$ cat src/rtl/stopwatch_display_scan_if.sv
// Bundle between the stopwatch core (BCD time, run flag) and the board display pins.
// Signal names follow the board-level naming of the time bus and display pins.
interface stopwatch_display_scan_if;
  logic [16:1] Q;
  logic        RUN;
  logic [6:0]  SEG;
  logic        DP;
  logic [4:1]  AN;
  logic        FRAME;

  modport master (output Q, RUN, input  SEG, DP, AN, FRAME);
  modport slave  (input  Q, RUN, output SEG, DP, AN, FRAME);
endinterface

$ cat src/rtl/stopwatch_display_scan.sv
// Four-digit multiplexed 7-segment scanner for the MM:SS stopwatch time bus.
// Snapshots the time once per frame so digits never tear; drives a blinking colon.
module stopwatch_display_scan #(
  parameter int REFRESH_DIV  = 50000,
  parameter int BLANK_CYC    = 16,
  parameter int BLINK_FRAMES = 125,
  parameter int LZB          = 1
) (
  input logic                      clk,
  input logic                      RESET_N,
  stopwatch_display_scan_if.slave  bus
);

  localparam int PW = $clog2(REFRESH_DIV);
  localparam int BW = (BLINK_FRAMES > 1) ? $clog2(BLINK_FRAMES) : 1;

  localparam logic [PW-1:0] PRESC_LAST = PW'(REFRESH_DIV - 1);
  localparam logic [PW-1:0] BLANK_END  = PW'(BLANK_CYC);
  localparam logic [BW-1:0] BLINK_LAST = BW'(BLINK_FRAMES - 1);

  function automatic logic [6:0] seg_encode(input logic [3:0] v);
    case (v)
      4'd0:    seg_encode = 7'b1000000;
      4'd1:    seg_encode = 7'b1111001;
      4'd2:    seg_encode = 7'b0100100;
      4'd3:    seg_encode = 7'b0110000;
      4'd4:    seg_encode = 7'b0011001;
      4'd5:    seg_encode = 7'b0010010;
      4'd6:    seg_encode = 7'b0000010;
      4'd7:    seg_encode = 7'b1111000;
      4'd8:    seg_encode = 7'b0000000;
      4'd9:    seg_encode = 7'b0010000;
      default: seg_encode = 7'b0111111; // non-BCD nibble shows a dash
    endcase
  endfunction

  logic [PW-1:0] presc_q,  presc_d;
  logic [1:0]    idx_q,    idx_d;
  logic [15:0]   shadow_q, shadow_d;
  logic          phase_q,  phase_d;
  logic [BW-1:0] blink_q,  blink_d;
  logic [6:0]    seg_q,    seg_d;
  logic          dp_q,     dp_d;
  logic [3:0]    an_q,     an_d;
  logic          frame_q,  frame_d;

  logic          tick;
  logic          frame_evt;
  logic [3:0]    nibble;

  // NOTE: every signal assigned here gets a default first, so no path can leave
  // a stale value and infer a latch.
  always_comb begin
    tick      = (presc_q == PRESC_LAST);
    frame_evt = tick && (idx_q == 2'd3);

    presc_d  = tick ? '0 : presc_q + PW'(1);
    idx_d    = tick ? idx_q + 2'd1 : idx_q;
    shadow_d = frame_evt ? bus.Q : shadow_q;
    frame_d  = frame_evt;

    // Stopped: colon steady on. Running: toggle every BLINK_FRAMES frames.
    phase_d = phase_q;
    blink_d = blink_q;
    if (!bus.RUN) begin
      phase_d = 1'b1;
      blink_d = '0;
    end else if (frame_evt) begin
      if (blink_q == BLINK_LAST) begin
        blink_d = '0;
        phase_d = ~phase_q;
      end else begin
        blink_d = blink_q + BW'(1);
      end
    end

    case (idx_q)
      2'd0:    nibble = shadow_q[3:0];
      2'd1:    nibble = shadow_q[7:4];
      2'd2:    nibble = shadow_q[11:8];
      default: nibble = shadow_q[15:12];
    endcase

    seg_d = seg_encode(nibble);
    if ((LZB != 0) && (idx_q == 2'd3) && (nibble == 4'd0)) seg_d = 7'b1111111;

    // The first BLANK_CYC clocks of each slot keep every digit dark so the
    // previous digit's segments cannot ghost onto the next one.
    an_d = 4'b1111;
    if (presc_q >= BLANK_END) an_d[idx_q] = 1'b0;

    dp_d = ~((idx_q == 2'd2) && phase_q);
  end

  // NOTE: sequential state uses non-blocking assignments so every register
  // samples the pre-edge values, regardless of statement order.
  // NOTE: the shadow is an ordinary 16-bit register, so it is reset along with
  // the rest; the display shows a defined 0 until the first snapshot.
  always_ff @(posedge clk or negedge RESET_N) begin
    if (!RESET_N) begin
      presc_q  <= '0;
      idx_q    <= 2'd0;
      shadow_q <= 16'h0000;
      phase_q  <= 1'b1;
      blink_q  <= '0;
      seg_q    <= 7'b1111111;
      dp_q     <= 1'b1;
      an_q     <= 4'b1111;
      frame_q  <= 1'b0;
    end else begin
      presc_q  <= presc_d;
      idx_q    <= idx_d;
      shadow_q <= shadow_d;
      phase_q  <= phase_d;
      blink_q  <= blink_d;
      seg_q    <= seg_d;
      dp_q     <= dp_d;
      an_q     <= an_d;
      frame_q  <= frame_d;
    end
  end

  assign bus.SEG   = seg_q;
  assign bus.DP    = dp_q;
  assign bus.AN    = an_q;
  assign bus.FRAME = frame_q;

endmodule

$ cat src/flat_wrapper.sv
// flat-port wrapper written by rule: the top's interface ports become plain ports
module stopwatch_display_scan_flat 
#(
  parameter int REFRESH_DIV  = 50000,
  parameter int BLANK_CYC    = 16,
  parameter int BLINK_FRAMES = 125,
  parameter int LZB          = 1
)
  (clk, RESET_N, bus_Q, bus_RUN, bus_SEG, bus_DP, bus_AN, bus_FRAME);
  stopwatch_display_scan_if bus_i ();
  input logic clk;
  input logic RESET_N;
  input wire logic [$bits(bus_i.Q)-1:0] bus_Q;
  input wire logic [$bits(bus_i.RUN)-1:0] bus_RUN;
  output wire logic [$bits(bus_i.SEG)-1:0] bus_SEG;
  output wire logic [$bits(bus_i.DP)-1:0] bus_DP;
  output wire logic [$bits(bus_i.AN)-1:0] bus_AN;
  output wire logic [$bits(bus_i.FRAME)-1:0] bus_FRAME;
  assign bus_i.Q = bus_Q;
  assign bus_i.RUN = bus_RUN;
  assign bus_SEG = bus_i.SEG;
  assign bus_DP = bus_i.DP;
  assign bus_AN = bus_i.AN;
  assign bus_FRAME = bus_i.FRAME;
  stopwatch_display_scan #(.REFRESH_DIV(REFRESH_DIV), .BLANK_CYC(BLANK_CYC), .BLINK_FRAMES(BLINK_FRAMES), .LZB(LZB)) u_core (.clk(clk), .RESET_N(RESET_N), .bus(bus_i));
endmodule
$ cat config.mk
export PLATFORM = sky130hd
export DESIGN_NAME = stopwatch_display_scan_flat
export DESIGN_NICKNAME = d
export VERILOG_FILES = /design/src/rtl/stopwatch_display_scan_if.sv /design/src/rtl/stopwatch_display_scan.sv /design/src/flat_wrapper.sv
export SDC_FILE = /design/constraint.sdc
export NUM_CORES = 1
export LEC_CHECK = 0
export CAP_MARGIN = 20
export CELL_PAD_IN_SITES_DETAIL_PLACEMENT = 2
export CELL_PAD_IN_SITES_GLOBAL_PLACEMENT = 2
export CORE_MARGIN = 8
export CORE_UTILIZATION = 39
export CTS_CLUSTER_DIAMETER = 120
export DETAILED_ROUTE_END_ITERATION = 10
export PLACE_DENSITY = 0.9
export SYNTH_ARGS = -nofsm -noshare
export SYNTH_HDL_FRONTEND = slang
export SYNTH_SLANG_ARGS = --single-unit
export TNS_END_PERCENT = 30
$ cat constraint.sdc
create_clock -name clk -period 4.3 [get_ports clk]
set_clock_uncertainty 0.1 [all_clocks]
set_input_delay 1.29 -clock clk [delete_from_list [all_inputs] [get_ports clk]]
set_output_delay 1.29 -clock clk [all_outputs]
set_load 0.02 [all_outputs]
Yosys cells after proc, flatten, opt, wreduce, memory -nomap -nowiden. Memory sizes are Yosys's and may differ from the RTL's. Cells that the tools add are included.

$lt $le $gt $ge: 3. Bitwise operators: 3. Equal/unequal tests: 7. Reduce and logical (&&, ||, !) cells: 7. $add $sub $neg: 3. Muxes and demuxes: 12.

Operators by type and width (number): 2-to-1 mux 7 bit (4); adder 16 x 1 -> 16 bit, second input constant (1); equality test 16 bit, second input constant (1); >= comparator 16 x 5 -> 1 bit, second input constant (1); 2-to-1 mux 16 bit (1); one-hot mux 4 bit (3 select lines) (1); adder 7 x 1 -> 7 bit, second input constant (1); equality test 7 bit, second input constant (1); equality test 2 bit, second input constant (2); logical AND 1 bit (4); logical NOT 4 bit (1); 2-to-1 mux 1 bit (4); 2-to-1 mux 4 bit (1); != test 2 x 1 -> 1 bit, second input constant (2); NOT 4 bit (1); < comparator 2 x 3 -> 1 bit, second input constant (1); adder 2 x 1 -> 2 bit, second input constant (1); demux 1 bit (select 2 bit) (1); equality test 2 x 1 -> 1 bit, second input constant (1); >= comparator 2 x 1 -> 1 bit, second input constant (1); logical NOT 2 bit (1); NOT 1 bit (2); AND reduction 2 bit (1).

Output and inout port bits: 13. Bits of input ports: 19. Bits in registers: 55. Memories kept: 1. Memory bits (read-only): 112.

Memory list: (no name shown) (words 16, width 7, rd ports 1, clocked after memory_dff 0, wr ports 0, line stopwatch_display_scan.sv:22) `case (v)`.

Logic depth before layout (Yosys ltp). Gate-level depths: netlist (run 1).

Word-level depth: 6. Gate-level depth with buffers: 9. Depth with buffers taken out: 9.

Least setup slack after synthesis (run 1). Ideal clock, no wire load.

Path kind: flip-flop to flip-flop. Start: register u_core.idx_q[0]. End: register u_core.seg_q[4] (netlist: u_core.bus.SEG[4]). Setup slack: 2.104 ns. Cell stages (with the launch flop): 9. Data required time: 4.110 ns. Arrival: 2.007 ns. Buffers on the path: 1. Path through: dfrtp_1 ha_1 clkbuf_1 mux2i_1 inv_1 ha_1 and2_1 mux2i_1 a32oi_1.

Word-level cells in the longest chain between the ends: 5.

Ends and longest elaborated chain: start, declared (line stopwatch_display_scan.sv:38) `logic [1:0] idx_q, idx_d;`; start signal, assigned (line stopwatch_display_scan.sv:112) `idx_q <= idx_d;`; branches (longest 4 deep; another with memory (16 x 7 bit)); 2-to-1 mux 7 bit * (line stopwatch_display_scan.sv:85) `if ((LZB != 0) && (idx_q == 2'd3) && (nibble == 4'd0)) seg_d = 7'b1111111;`; via u_core.seg_d[4] (line stopwatch_display_scan.sv:42) `logic [6:0] seg_q, seg_d;`; end signal, assigned (line stopwatch_display_scan.sv:116) `seg_q <= seg_d;`; end, declared (line stopwatch_display_scan.sv:42).

Mark *: on every way through the listed nets, which the timed path passes. A chain may end at the register's enable or synchronous reset.

Final worst setup path (run 1).
Start: register u_core.an_q[2] (netlist: u_core.bus.AN[3]). End: output port bus_AN[2].

RTL lines: start, declared (line stopwatch_display_scan.sv:44) `logic [3:0] an_q, an_d;`; start signal, assigned (line stopwatch_display_scan.sv:118) `an_q <= an_d;`; end, declared (line flat_wrapper.sv:17) `output wire logic [$bits(bus_i.AN)-1:0] bus_AN;`.

No word-level cell between the ends.

==> impl_metrics.prom, run 1 <==
# TYPE chip_impl_metric gauge
chip_impl_info{name="cp-end-kind",value="primary output"} 1
chip_impl_metric{name="swShare",unit=""} 0.243
chip_impl_metric{name="via_count_of_the_first_global_routing_pass",unit=""} 2273
chip_impl_metric{name="clock_sink_count",unit=""} 55
chip_impl_metric{name="ys_warn_count",unit=""} 0
chip_impl_metric{name="drive_above_1_share",unit=""} 0.162
chip_impl_info{name="critical_path.slowest_cell",value="sky130_fd_sc_hd__clkdlybuf4s50_1"} 1
chip_impl_metric{name="drt_wl_total",unit="um"} 6730
chip_impl_metric{name="critical_path_arrival",unit="ps"} 1460
chip_impl_metric{name="post-cts-setup-buffers",unit=""} 0
chip_impl_metric{name="timing.reg2reg.setup_slack",unit="ps"} 1570
chip_impl_metric{name="ant_nets",unit=""} 0
chip_impl_metric{name="timing.final.crit_period",unit="ps"} 2850
chip_impl_metric{name="via_per_inst",unit=""} 5.55
chip_impl_metric{name="peakVddDrop",unit="mV"} 0.112
chip_impl_metric{name="antenna-diode-count",unit=""} 0
chip_impl_info{name="run_status",value="finished clean"} 1
chip_impl_info{name="grt_setup_unrepaired",value="no"} 1
chip_impl_metric{name="detailed_place_hpwl",unit="um"} 4970
chip_impl_metric{name="cell_internal_pwr",unit="uW"} 686
chip_impl_info{name="hold_path_class",value="reg2reg"} 1
chip_impl_metric{name="utilization",unit=""} 0.468
chip_impl_metric{name="top_ports",unit=""} 32
chip_impl_info{name="synth_ff_type",value="sky130_fd_sc_hd__dfrtp_1"} 1
chip_impl_metric{name="chipWidth",unit="um"} 99.1
chip_impl_metric{name="min_path_cells",unit=""} 1
chip_impl_metric{name="grt_util_all_layers",unit=""} 0.147
chip_impl_metric{name="die-area",unit="um2"} 9810
chip_impl_info{name="tritoncts",value="built"} 1
chip_impl_info{name="mostFrequentLayoutCell",value="sky130_fd_sc_hd__dfrtp_1"} 1
chip_impl_metric{name="finalMaxSlewViolations",unit=""} 0
chip_impl_metric{name="postSynthCellCount",unit=""} 241
chip_impl_metric{name="totalNegativeSetupSlack",unit="ps"} 0
chip_impl_metric{name="maxCapViolations",unit=""} 0
chip_impl_metric{name="grt.overflow.total",unit=""} 0
chip_impl_info{name="rr_startpoint",value="u_core.idx_q[0]"} 1
chip_impl_metric{name="max_freq",unit="MHz"} 351
chip_impl_metric{name="cts_made_buffers",unit=""} 5
chip_impl_metric{name="worst_pin_slew",unit="ps"} 768
chip_impl_metric{name="post_synth_num_cell_types",unit=""} 46
chip_impl_metric{name="start_util",unit=""} 0.401
chip_impl_metric{name="grt_first_pass_wirelength",unit="um"} 11600
chip_impl_metric{name="cts-root-to-sink-buffers",unit=""} 2
chip_impl_metric{name="clkTransAtPathRegs",unit="ps"} 110
chip_impl_metric{name="power.share.sequential",unit=""} 0.596
chip_impl_metric{name="synth_edf_count",unit=""} 0
chip_impl_info{name="clk_root_buffer_cell",value="sky130_fd_sc_hd__clkbuf_8"} 1
chip_impl_metric{name="placementRows",unit=""} 30
chip_impl_metric{name="cell_count_post_placement",unit=""} 343
chip_impl_metric{name="critical-path-max-stage-delay",unit="ps"} 610
chip_impl_metric{name="grt_max_degree",unit=""} 32
chip_impl_metric{name="firstDrtPassIters",unit=""} 5
chip_impl_metric{name="whs",unit="ps"} 396
chip_impl_metric{name="initialDrtViolationCount",unit=""} 36
chip_impl_info{name="start_kind",value="register"} 1
chip_impl_metric{name="routabilityCongestion",unit=""} 0.725
chip_impl_metric{name="ctsHtreeMaxLevel",unit=""} 2
chip_impl_info{name="worstHoldEndpoint",value="u_core.bus.DP"} 1
chip_impl_info{name="post_synth_main_area_contributors",value="sky130_fd_sc_hd__dfrtp_1 (39%), sky130_fd_sc_hd__dfstp_2 (13%), sky130_fd_sc_hd__mux2_2 (7.9%)"} 1
chip_impl_metric{name="cp_max_fo",unit=""} 1
chip_impl_info{name="path_cells",value="clkdlybuf4s50_1"} 1
chip_impl_metric{name="routed-via-count",unit=""} 1947
chip_impl_metric{name="synthDominantCellAreaShare",unit=""} 0.391
chip_impl_metric{name="combinationalPowerShare",unit=""} 0.084
chip_impl_metric{name="drt_drc_violations_left",unit=""} 0
chip_impl_metric{name="synth_seq_cells",unit=""} 55
chip_impl_metric{name="route.detailed.wl_per_inst",unit="um"} 19.2
chip_impl_metric{name="critPathRequiredTime",unit="ps"} 2910
chip_impl_metric{name="p_sw",unit="uW"} 220
chip_impl_info{name="netlist.top_cell.by_area",value="sky130_fd_sc_hd__dfrtp_1"} 1
chip_impl_info{name="timing.hold.worst.start",value="u_core.phase_q"} 1
chip_impl_metric{name="synthToLayoutAreaGrowth",unit="%"} 16.9
chip_impl_metric{name="cts_resized",unit=""} 0
chip_impl_metric{name="async_flop_share",unit=""} 1.00
chip_impl_metric{name="syn_nets",unit=""} 271
chip_impl_metric{name="reg2regPathDepth",unit=""} 9
chip_impl_metric{name="synth_seq_area_share",unit=""} 0.517
chip_impl_metric{name="timing.max_slew.rel_slack",unit=""} 0.488
chip_impl_info{name="crit_type",value="reg2out"} 1
chip_impl_metric{name="coreArea",unit="um2"} 6720
chip_impl_metric{name="finalCritPeriodShare",unit=""} 0.663
chip_impl_metric{name="critical_path_buf_inv_count",unit=""} 1
chip_impl_metric{name="cts_hold_buffers",unit=""} 0
chip_impl_metric{name="grt_antenna_before_repair",unit=""} 0
chip_impl_metric{name="postSynthAreaPerCell",unit="um2"} 11.2
chip_impl_metric{name="die_y_extent",unit="um"} 99.1
chip_impl_metric{name="finish.net_count",unit=""} 300
chip_impl_metric{name="finalNonFillerCells",unit=""} 351
chip_impl_metric{name="p_clk_frac",unit=""} 0.320
chip_impl_info{name="endpoint_of_the_worst_slack_reg_to_reg_timing_path",value="u_core.bus.SEG[4]"} 1
chip_impl_info{name="final_cell_mix",value="sky130_fd_sc_hd__dfrtp_1 (42), sky130_fd_sc_hd__clkdlybuf4s50_1 (30), sky130_fd_sc_hd__mux2_2 (19)"} 1
chip_impl_metric{name="port-buffer-count",unit=""} 31
chip_impl_metric{name="power.density",unit="nW/um2"} 288
chip_impl_metric{name="setup_viol",unit=""} 0
chip_impl_metric{name="leakage",unit="nW"} 1.30
chip_impl_metric{name="timing_hold_violations_final",unit=""} 0
chip_impl_info{name="critPathTopFamily",value="buffers and inverters"} 1
chip_impl_metric{name="clock_latency_at_the_later_pin_of_the_worst_skew_pair",unit="ps"} 320
chip_impl_metric{name="synthesis.area",unit="um2"} 2690
==> power groups by stage <==
stage	clock network, mW	logic (mW)	registers, mW
floorplan	0	0.0240	0.555
global placement	0	0.0736	0.548
detailed placement	0	0.0770	0.549
CTS	0.299	0.0776	0.540
global route	0.313	0.0833	0.541
finish	0.290	0.0756	0.540
==> area by class of cell <==
type,instances,area (um2)
Clock buffer,6,72.6
Sequential cell,55,1390
Clock inverter,2,12.5
Tap cell,80,100
Fill cell,693,3570
Multi-Input combinational cell,160,1200
Timing Repair Buffer,32,313
Inverter,16,60.1
==> kinds of logic (layout without fill, tap and decap cells) <==
| logic type | after synthesis | after routing | share of synthesized area |
|---|---|---|---|
| simple gates | 73 | 73 | 0.150 |
| flops | 55 | 55 | 0.517 |
| compound gates | 40 | 40 | 0.106 |
| buf+inv | 26 | 56 | 0.0381 |
| mux | 23 | 23 | 0.0944 |
| xor+xnor | 13 | 13 | 0.0423 |
| fa+ha+maj | 11 | 11 | 0.0511 |
==> synth_stat cells (3+ instances only) <==
cell / n
sky130_fd_sc_hd__dfrtp_1: 42
sky130_fd_sc_hd__mux2_2: 19
sky130_fd_sc_hd__inv_1: 16
sky130_fd_sc_hd__dfstp_2: 13
sky130_fd_sc_hd__nand2_1: 12
sky130_fd_sc_hd__ha_1: 11
sky130_fd_sc_hd__nand3_1: 11
sky130_fd_sc_hd__nor2_1: 11
sky130_fd_sc_hd__o21ai_0: 9
sky130_fd_sc_hd__nor3_1: 8
sky130_fd_sc_hd__xor2_1: 8
sky130_fd_sc_hd__clkbuf_1: 6
sky130_fd_sc_hd__a21oi_1: 5
sky130_fd_sc_hd__and2_1: 5
sky130_fd_sc_hd__xnor2_1: 5
sky130_fd_sc_hd__a21boi_1: 4
sky130_fd_sc_hd__and3_1: 4
sky130_fd_sc_hd__buf_2: 4
sky130_fd_sc_hd__mux2i_1: 4
sky130_fd_sc_hd__o31ai_1: 4
sky130_fd_sc_hd__or4_1: 4
sky130_fd_sc_hd__a222oi_1: 3
==> per-layer routing <==
layer	track usage	wire, um	vias to the layer above
li1	-	-	915
met1	0.168	2970	995
met2	0.266	3460	26
met3	0.0282	195	11
met4	0.0501	105	0
met5	0	0	-
==> state kept, by name, summed over array words and instances, names as in the netlist <==
name,flops
u_core.bus.FRAME,1
u_core.bus.SEG,7
u_core.phase_q,1
u_core.idx_q,2
u_core.bus.DP,1
u_core.shadow_q,16
u_core.blink_q,7
u_core.presc_q,16
u_core.bus.AN,4
==> worst max-delay path by stage <==
stage	from	end	slack (ps)	depth (start not counted)
final	u_core.bus.AN[3]	bus_AN[2]	1450	1
after global routing	u_core.idx_q[0]	u_core.bus.SEG[4]	1360	9
after floorplan	u_core.idx_q[0]	u_core.bus.SEG[4]	2100	8
after global placement	bus_RUN	u_core.blink_q[2]	1760	3
after CTS	u_core.bus.AN[3]	bus_AN[2]	1430	1
after detailed placement	u_core.idx_q[0]	u_core.bus.SEG[1]	1650	9
==> metrics by stage <==
stage	setup WS (ps)	power (mW)	area, um2
2_1_floorplan	2100	0.579	2690
4_1_cts	1430	0.916	3150
3_5_place_dp	1650	0.626	3060
6_report	1450	0.905	3150
5_1_grt	1360	0.937	3150
3_3_place_gp	1760	0.622	3060
Note: power is estimated with default switching activity, not from simulation.
==> inputs of run 2 (changes only) <==
Settings changed: CORE_UTILIZATION 39 to 33, PLACE_DENSITY 0.9 to 0.82.
Clock period 4.3 ns to 2.5 ns, I/O delays scaled along.
==> impl_metrics.prom, run 2 (same netlist as run 1, synthesis figures left out) <==
# TYPE chip_impl_metric gauge
chip_impl_info{name="run_status",value="finished clean"} 1
chip_impl_metric{name="totalPowerFinal",unit="mW"} 1.70
chip_impl_metric{name="grt_antenna_before_repair",unit=""} 0
chip_impl_metric{name="placed_cell_area",unit="um2"} 3140
chip_impl_metric{name="detailed_place_hpwl",unit="um"} 4990
chip_impl_metric{name="placementRows",unit=""} 33
chip_impl_metric{name="peakVddDrop",unit="mV"} 0.218
chip_impl_info{name="path_common_cell",value="sky130_fd_sc_hd__inv_2"} 1
chip_impl_metric{name="setup_viol",unit=""} 0
chip_impl_metric{name="timing.reg2reg.setup_slack",unit="ps"} 120
chip_impl_metric{name="critical_path_arrival",unit="ps"} 2530
chip_impl_metric{name="power.density",unit="nW/um2"} 511
chip_impl_metric{name="cts-root-to-sink-buffers",unit=""} 2
chip_impl_metric{name="ant_nets",unit=""} 0
chip_impl_metric{name="grt.overflow.total",unit=""} 0
chip_impl_metric{name="maxCapViolations",unit=""} 0
chip_impl_metric{name="final_cell_area",unit="um2"} 3320
chip_impl_metric{name="antenna-diode-count",unit=""} 0
chip_impl_metric{name="die_y_extent",unit="um"} 106
chip_impl_metric{name="coreArea",unit="um2"} 8050
chip_impl_metric{name="leakage",unit="nW"} 1.35
chip_impl_metric{name="via_per_inst",unit=""} 5.23
chip_impl_metric{name="drt_drc_violations_left",unit=""} 0
chip_impl_metric{name="grt_util_all_layers",unit=""} 0.134
chip_impl_metric{name="timing.final.crit_period",unit="ps"} 2380
chip_impl_metric{name="grt_first_pass_wirelength",unit="um"} 11900
chip_impl_metric{name="max_freq",unit="MHz"} 421
chip_impl_metric{name="route.detailed.wl_per_inst",unit="um"} 19.3
chip_impl_info{name="path_cells",value="inv_2 > ha_4 > a222oi_1 > mux2i_2 > inv_2 > ha_1 > mux2_2 > o21ai_1"} 1
chip_impl_metric{name="ctsHtreeMaxLevel",unit=""} 2
chip_impl_info{name="start_kind",value="register"} 1
chip_impl_metric{name="grt_max_degree",unit=""} 33
chip_impl_info{name="critPathTopFamily",value="compound AO/OA/AOI/OAI gates"} 1
chip_impl_metric{name="synthToLayoutAreaGrowth",unit="%"} 23.3
chip_impl_metric{name="clkTransAtPathRegs",unit="ps"} 110
chip_impl_metric{name="cp_max_fo",unit=""} 6
chip_impl_metric{name="start_util",unit=""} 0.334
chip_impl_info{name="final_cell_mix",value="sky130_fd_sc_hd__dfrtp_1 (40), sky130_fd_sc_hd__clkdlybuf4s50_1 (30), sky130_fd_sc_hd__mux2_2 (19)"} 1
chip_impl_metric{name="die-area",unit="um2"} 11300
chip_impl_metric{name="critPathRequiredTime",unit="ps"} 2650
chip_impl_metric{name="port-buffer-count",unit=""} 31
chip_impl_info{name="rr_startpoint",value="u_core.idx_q[0]"} 1
chip_impl_metric{name="reg2regPathDepth",unit=""} 8
chip_impl_metric{name="drt_wl_total",unit="um"} 7370
chip_impl_metric{name="cts_made_buffers",unit=""} 5
chip_impl_metric{name="finalCritPeriodShare",unit=""} 0.951
chip_impl_metric{name="finalMaxSlewViolations",unit=""} 0
chip_impl_metric{name="chipWidth",unit="um"} 106
chip_impl_metric{name="via_count_of_the_first_global_routing_pass",unit=""} 2285
chip_impl_metric{name="timing.max_slew.rel_slack",unit=""} 0.516
chip_impl_metric{name="firstDrtPassIters",unit=""} 4
chip_impl_info{name="setup.worst_path.end",value="u_core.bus.SEG[1]"} 1
chip_impl_metric{name="initialDrtViolationCount",unit=""} 62
chip_impl_info{name="cp-end-kind",value="register"} 1
chip_impl_info{name="clk_root_buffer_cell",value="sky130_fd_sc_hd__clkbuf_8"} 1
chip_impl_metric{name="worst-path-stages",unit=""} 8
chip_impl_metric{name="cts_hold_buffers",unit=""} 0
chip_impl_info{name="hold_path_class",value="in2async"} 1
chip_impl_info{name="critical_path.slowest_cell",value="sky130_fd_sc_hd__a222oi_1"} 1
chip_impl_metric{name="critical_path_buf_inv_count",unit=""} 2
chip_impl_metric{name="top_ports",unit=""} 32
chip_impl_info{name="endpoint_of_the_worst_slack_reg_to_reg_timing_path",value="u_core.bus.SEG[1]"} 1
chip_impl_metric{name="clock_latency_at_the_later_pin_of_the_worst_skew_pair",unit="ps"} 320
chip_impl_info{name="crit_type",value="reg2reg"} 1
chip_impl_metric{name="routabilityCongestion",unit=""} 0.755
chip_impl_info{name="mostFrequentLayoutCell",value="sky130_fd_sc_hd__dfrtp_1"} 1
chip_impl_info{name="crit_path_start",value="u_core.idx_q[0]"} 1
chip_impl_info{name="reg.largest.list",value="u_core.presc_q (16), u_core.shadow_q (16)"} 1
chip_impl_metric{name="routed-via-count",unit=""} 1998
chip_impl_metric{name="worst_pin_slew",unit="ps"} 719
chip_impl_metric{name="timing_hold_violations_final",unit=""} 0
chip_impl_metric{name="drive_above_1_share",unit=""} 0.231
chip_impl_metric{name="finish.net_count",unit=""} 306
chip_impl_info{name="tritoncts",value="built"} 1
chip_impl_metric{name="clock_sink_count",unit=""} 55
chip_impl_metric{name="critical-path-max-stage-delay",unit="ps"} 510
==> run 2: worst min-delay path by stage <==
stage                         startpoint                 to  slack, ps  cells past startpoint
after floorplan           u_core.phase_q      u_core.bus.DP        330                      1
after global placement    u_core.phase_q      u_core.bus.DP        350                      1
after detailed placement  u_core.phase_q      u_core.bus.DP        360                      1
after CTS                        RESET_N   u_core.bus.FRAME        320                      1
after global routing             RESET_N  u_core.blink_q[2]        340                      1
final                            RESET_N  u_core.blink_q[0]        310                      1
==> run 2: cell type report <==
class / instances / area [um2]
fill: 838 / 4730
inverter: 16 / 60.1
tap: 105 / 131
timing repair buffer: 38 / 370
clock inverter: 3 / 46.3
multi-input combinational: 160 / 1250
clock buffer: 5 / 68.8
sequential: 55 / 1400
==> run 2: power by group <==
group	internal, mW	total (mW)	switching, mW
logic	0.0708	0.141	0.0698
registers	0.919	0.929	0.0108
clock network	0.303	0.627	0.324
total	1.29	1.70	0.405
==> run 2: repair_timing <==
item,in CTS,in global routing
setup buffers,1,1
gates resized for setup,5,11
endpoints found under the hold margin,0,0
setup endpoints to repair,6,6
pin swaps,1,3
cloned,0,0
==> run 2: stage by stage <==
stage	setup slack [ps]	util	setup TNS, ps	hold slack [ps]	instances
finish	122	0.412	0	314	382
global route	-13.6	0.412	-13.6	340	382
CTS	-3.37	0.406	-3.37	323	381
detailed placement	-192	0.389	-771	355	372
global placement	136	0.389	0	347	372
floorplan	304	-	0	334	241
==> run 2: layer usage <==
layer | vias up | track usage | wire [um]
li1 | 922 | - | -
met2 | 40 | 0.248 | 4030
met1 | 1022 | 0.148 | 2980
met4 | 0 | 0.0633 | 160
met3 | 14 | 0.0175 | 198
met5 | - | 0 | 0
==> inputs of run 3 (changes only) <==
Settings changed: CAP_MARGIN 20 to 25, CORE_UTILIZATION 33 to 30, PLACE_DENSITY 0.82 to 0.76.
==> impl_metrics.prom, run 3 (same netlist as run 1, synthesis figures left out) <==
# TYPE chip_impl_metric gauge
chip_impl_info{name="run_status",value="finished clean"} 1
chip_impl_info{name="reg.largest.list",value="u_core.presc_q (16), u_core.shadow_q (16)"} 1
chip_impl_metric{name="coreArea",unit="um2"} 8720
chip_impl_info{name="hold_path_class",value="in2async"} 1
chip_impl_metric{name="p_clk_frac",unit=""} 0.396
chip_impl_metric{name="critical-path-max-stage-delay",unit="ps"} 430
chip_impl_metric{name="drt_drc_violations_left",unit=""} 0
chip_impl_metric{name="top_ports",unit=""} 32
chip_impl_info{name="cp-end-kind",value="register"} 1
chip_impl_metric{name="ant_nets",unit=""} 0
chip_impl_metric{name="peakVddDrop",unit="mV"} 0.213
chip_impl_metric{name="p_sw",unit="uW"} 381
chip_impl_metric{name="detailed_place_hpwl",unit="um"} 4880
chip_impl_info{name="mostFrequentLayoutCell",value="sky130_fd_sc_hd__dfrtp_1"} 1
chip_impl_metric{name="grt.overflow.total",unit=""} 0
chip_impl_metric{name="power.density",unit="nW/um2"} 536
chip_impl_metric{name="finalCritPeriodShare",unit=""} 0.954
chip_impl_metric{name="timing.reg2reg.setup_slack",unit="ps"} 120
chip_impl_metric{name="setup_viol",unit=""} 0
chip_impl_metric{name="clkTransAtPathRegs",unit="ps"} 100
chip_impl_metric{name="die_y_extent",unit="um"} 111
chip_impl_metric{name="drt_wl_total",unit="um"} 6930
chip_impl_info{name="critical_path.slowest_cell",value="sky130_fd_sc_hd__a222oi_1"} 1
chip_impl_metric{name="finalMaxSlewViolations",unit=""} 0
chip_impl_metric{name="initialDrtViolationCount",unit=""} 29
chip_impl_metric{name="nFillCells",unit=""} 915
chip_impl_info{name="crit_type",value="reg2reg"} 1
chip_impl_metric{name="route.detailed.wl_per_inst",unit="um"} 18.0
chip_impl_info{name="clk_root_buffer_cell",value="sky130_fd_sc_hd__clkbuf_8"} 1
chip_impl_metric{name="start_util",unit=""} 0.309
chip_impl_metric{name="maxCapViolations",unit=""} 0
chip_impl_metric{name="clock_latency_at_the_later_pin_of_the_worst_skew_pair",unit="ps"} 310
chip_impl_metric{name="grt_first_pass_wirelength",unit="um"} 11800
chip_impl_metric{name="utilization",unit=""} 0.379
chip_impl_metric{name="via_count_of_the_first_global_routing_pass",unit=""} 2291
chip_impl_metric{name="timing.final.crit_period",unit="ps"} 2380
chip_impl_info{name="start_kind",value="register"} 1
chip_impl_metric{name="via_per_inst",unit=""} 5.12
chip_impl_metric{name="grt_max_degree",unit=""} 56
chip_impl_metric{name="firstDrtPassIters",unit=""} 4
chip_impl_metric{name="max_freq",unit="MHz"} 420
chip_impl_info{name="global_route.peak_usage_layer",value="met2"} 1
chip_impl_info{name="final_cell_mix",value="sky130_fd_sc_hd__dfrtp_1 (42), sky130_fd_sc_hd__clkdlybuf4s50_1 (30), sky130_fd_sc_hd__mux2_2 (19)"} 1
chip_impl_metric{name="finish.net_count",unit=""} 306
chip_impl_metric{name="grt_antenna_before_repair",unit=""} 0
chip_impl_metric{name="finalNonFillerCells",unit=""} 385
chip_impl_metric{name="cell_internal_pwr",unit="mW"} 1.39
chip_impl_metric{name="cell_count_post_placement",unit=""} 375
chip_impl_metric{name="combinationalPowerShare",unit=""} 0.078
chip_impl_metric{name="clock_sink_count",unit=""} 55
chip_impl_metric{name="drive_above_1_share",unit=""} 0.199
chip_impl_metric{name="use_met2",unit=""} 0.205
chip_impl_metric{name="grt_util_all_layers",unit=""} 0.116
chip_impl_metric{name="cts_made_buffers",unit=""} 5
chip_impl_metric{name="totalPowerFinal",unit="mW"} 1.77
chip_impl_metric{name="critical_path_arrival",unit="ps"} 2520
chip_impl_info{name="tritoncts",value="built"} 1
chip_impl_metric{name="port-buffer-count",unit=""} 31
chip_impl_metric{name="timing_hold_violations_final",unit=""} 0
chip_impl_metric{name="cts-root-to-sink-buffers",unit=""} 2
chip_impl_metric{name="gr-usage-met3",unit=""} 0.0292
chip_impl_metric{name="final_worst_setup_slack",unit="ps"} 116
chip_impl_info{name="path_cells",value="inv_1 > ha_2 > a222oi_1 > mux2i_2 > buf_4 > ha_1 > mux2_2 > o21ai_0"} 1
chip_impl_info{name="grt_setup_unrepaired",value="no"} 1
chip_impl_metric{name="die-area",unit="um2"} 12300
chip_impl_metric{name="leakage",unit="nW"} 1.36
chip_impl_metric{name="ctsHtreeMaxLevel",unit=""} 2
chip_impl_metric{name="grt.met1_usage",unit=""} 0.136
chip_impl_metric{name="antenna-diode-count",unit=""} 0
chip_impl_metric{name="critPathRequiredTime",unit="ps"} 2640
chip_impl_metric{name="placementRows",unit=""} 34
chip_impl_metric{name="swShare",unit=""} 0.215
chip_impl_metric{name="cp_max_fo",unit=""} 6
chip_impl_metric{name="routabilityCongestion",unit=""} 0.734
chip_impl_metric{name="chipWidth",unit="um"} 111
chip_impl_metric{name="power.share.sequential",unit=""} 0.526
chip_impl_metric{name="dpl_worst_slack",unit="ps"} -15.8
chip_impl_metric{name="synthToLayoutAreaGrowth",unit="%"} 22.7
chip_impl_metric{name="timing.max_slew.rel_slack",unit=""} 0.614
chip_impl_metric{name="worst_pin_slew",unit="ps"} 574
chip_impl_metric{name="routed-via-count",unit=""} 1972
## run 3: what timing repair did
item | in CTS | in global routing
setup buffers | 2 | 0
hold buffers | 0 | 0
pin swaps | 1 | 1
cloned | 0 | 0
resized for setup | 1 | 3
setup endpoints to repair | 4 | 5
## run 3: routing by layer
| layer | share of wire | wire [um] |
|---|---|---|
| met1 | 0.44 | 3060 |
| met3 | 0.027 | 189 |
| met4 | 0.0048 | 33 |
| met2 | 0.53 | 3660 |
| met5 | 0 | 0 |
## run 3: per-stage QoR
stage	TNS, ps	instance area [um2]	hold slack [ps]
2_1_floorplan	0	2690	334
3_3_place_gp	0	3140	357
3_5_place_dp	-28.1	3140	360
4_1_cts	0	3290	324
5_1_grt	0	3300	329
6_report	0	3300	320
## run 3: worst paths after layout
path,startpoint,to,cells after the start
worst max-delay path,u_core.idx_q[0],u_core.bus.SEG[1],8
worst min-delay path,RESET_N,u_core.shadow_q[14],2
worst max register to register,u_core.idx_q[0],u_core.bus.SEG[1],8
worst min register to register,u_core.presc_q[0],u_core.presc_q[0],1
max in group asynchronous,RESET_N,u_core.bus.AN[4],2
min in group clk,u_core.presc_q[0],u_core.presc_q[0],1
## run 3: final cells by class
cell class	instances	area [um2]	area share
clock inverter	3	67.6	0.0205
multi-input combinational	160	1210	0.366
clock buffer	5	68.8	0.0208
timing repair buffer	38	370	0.112
inverter	16	60.1	0.0182
tap	108	135	0.0409
sequential	55	1390	0.422
## run 3: worst max-delay path: cells and delay by family (launching register included)
kind,cells,cell delay (ps)
mux,2,420
compound gates,2,600
buf+inv,2,270
fa+ha+maj,2,530
flops,1,400
## run 3: power groups by stage
stage / clock network, mW / registers, mW / logic, mW
2_1_floorplan: 0 / 0.955 / 0.0412
3_3_place_gp: 0 / 0.945 / 0.131
3_5_place_dp: 0 / 0.947 / 0.136
4_1_cts: 0.727 / 0.931 / 0.140
5_1_grt: 0.758 / 0.934 / 0.150
6_report: 0.700 / 0.930 / 0.138
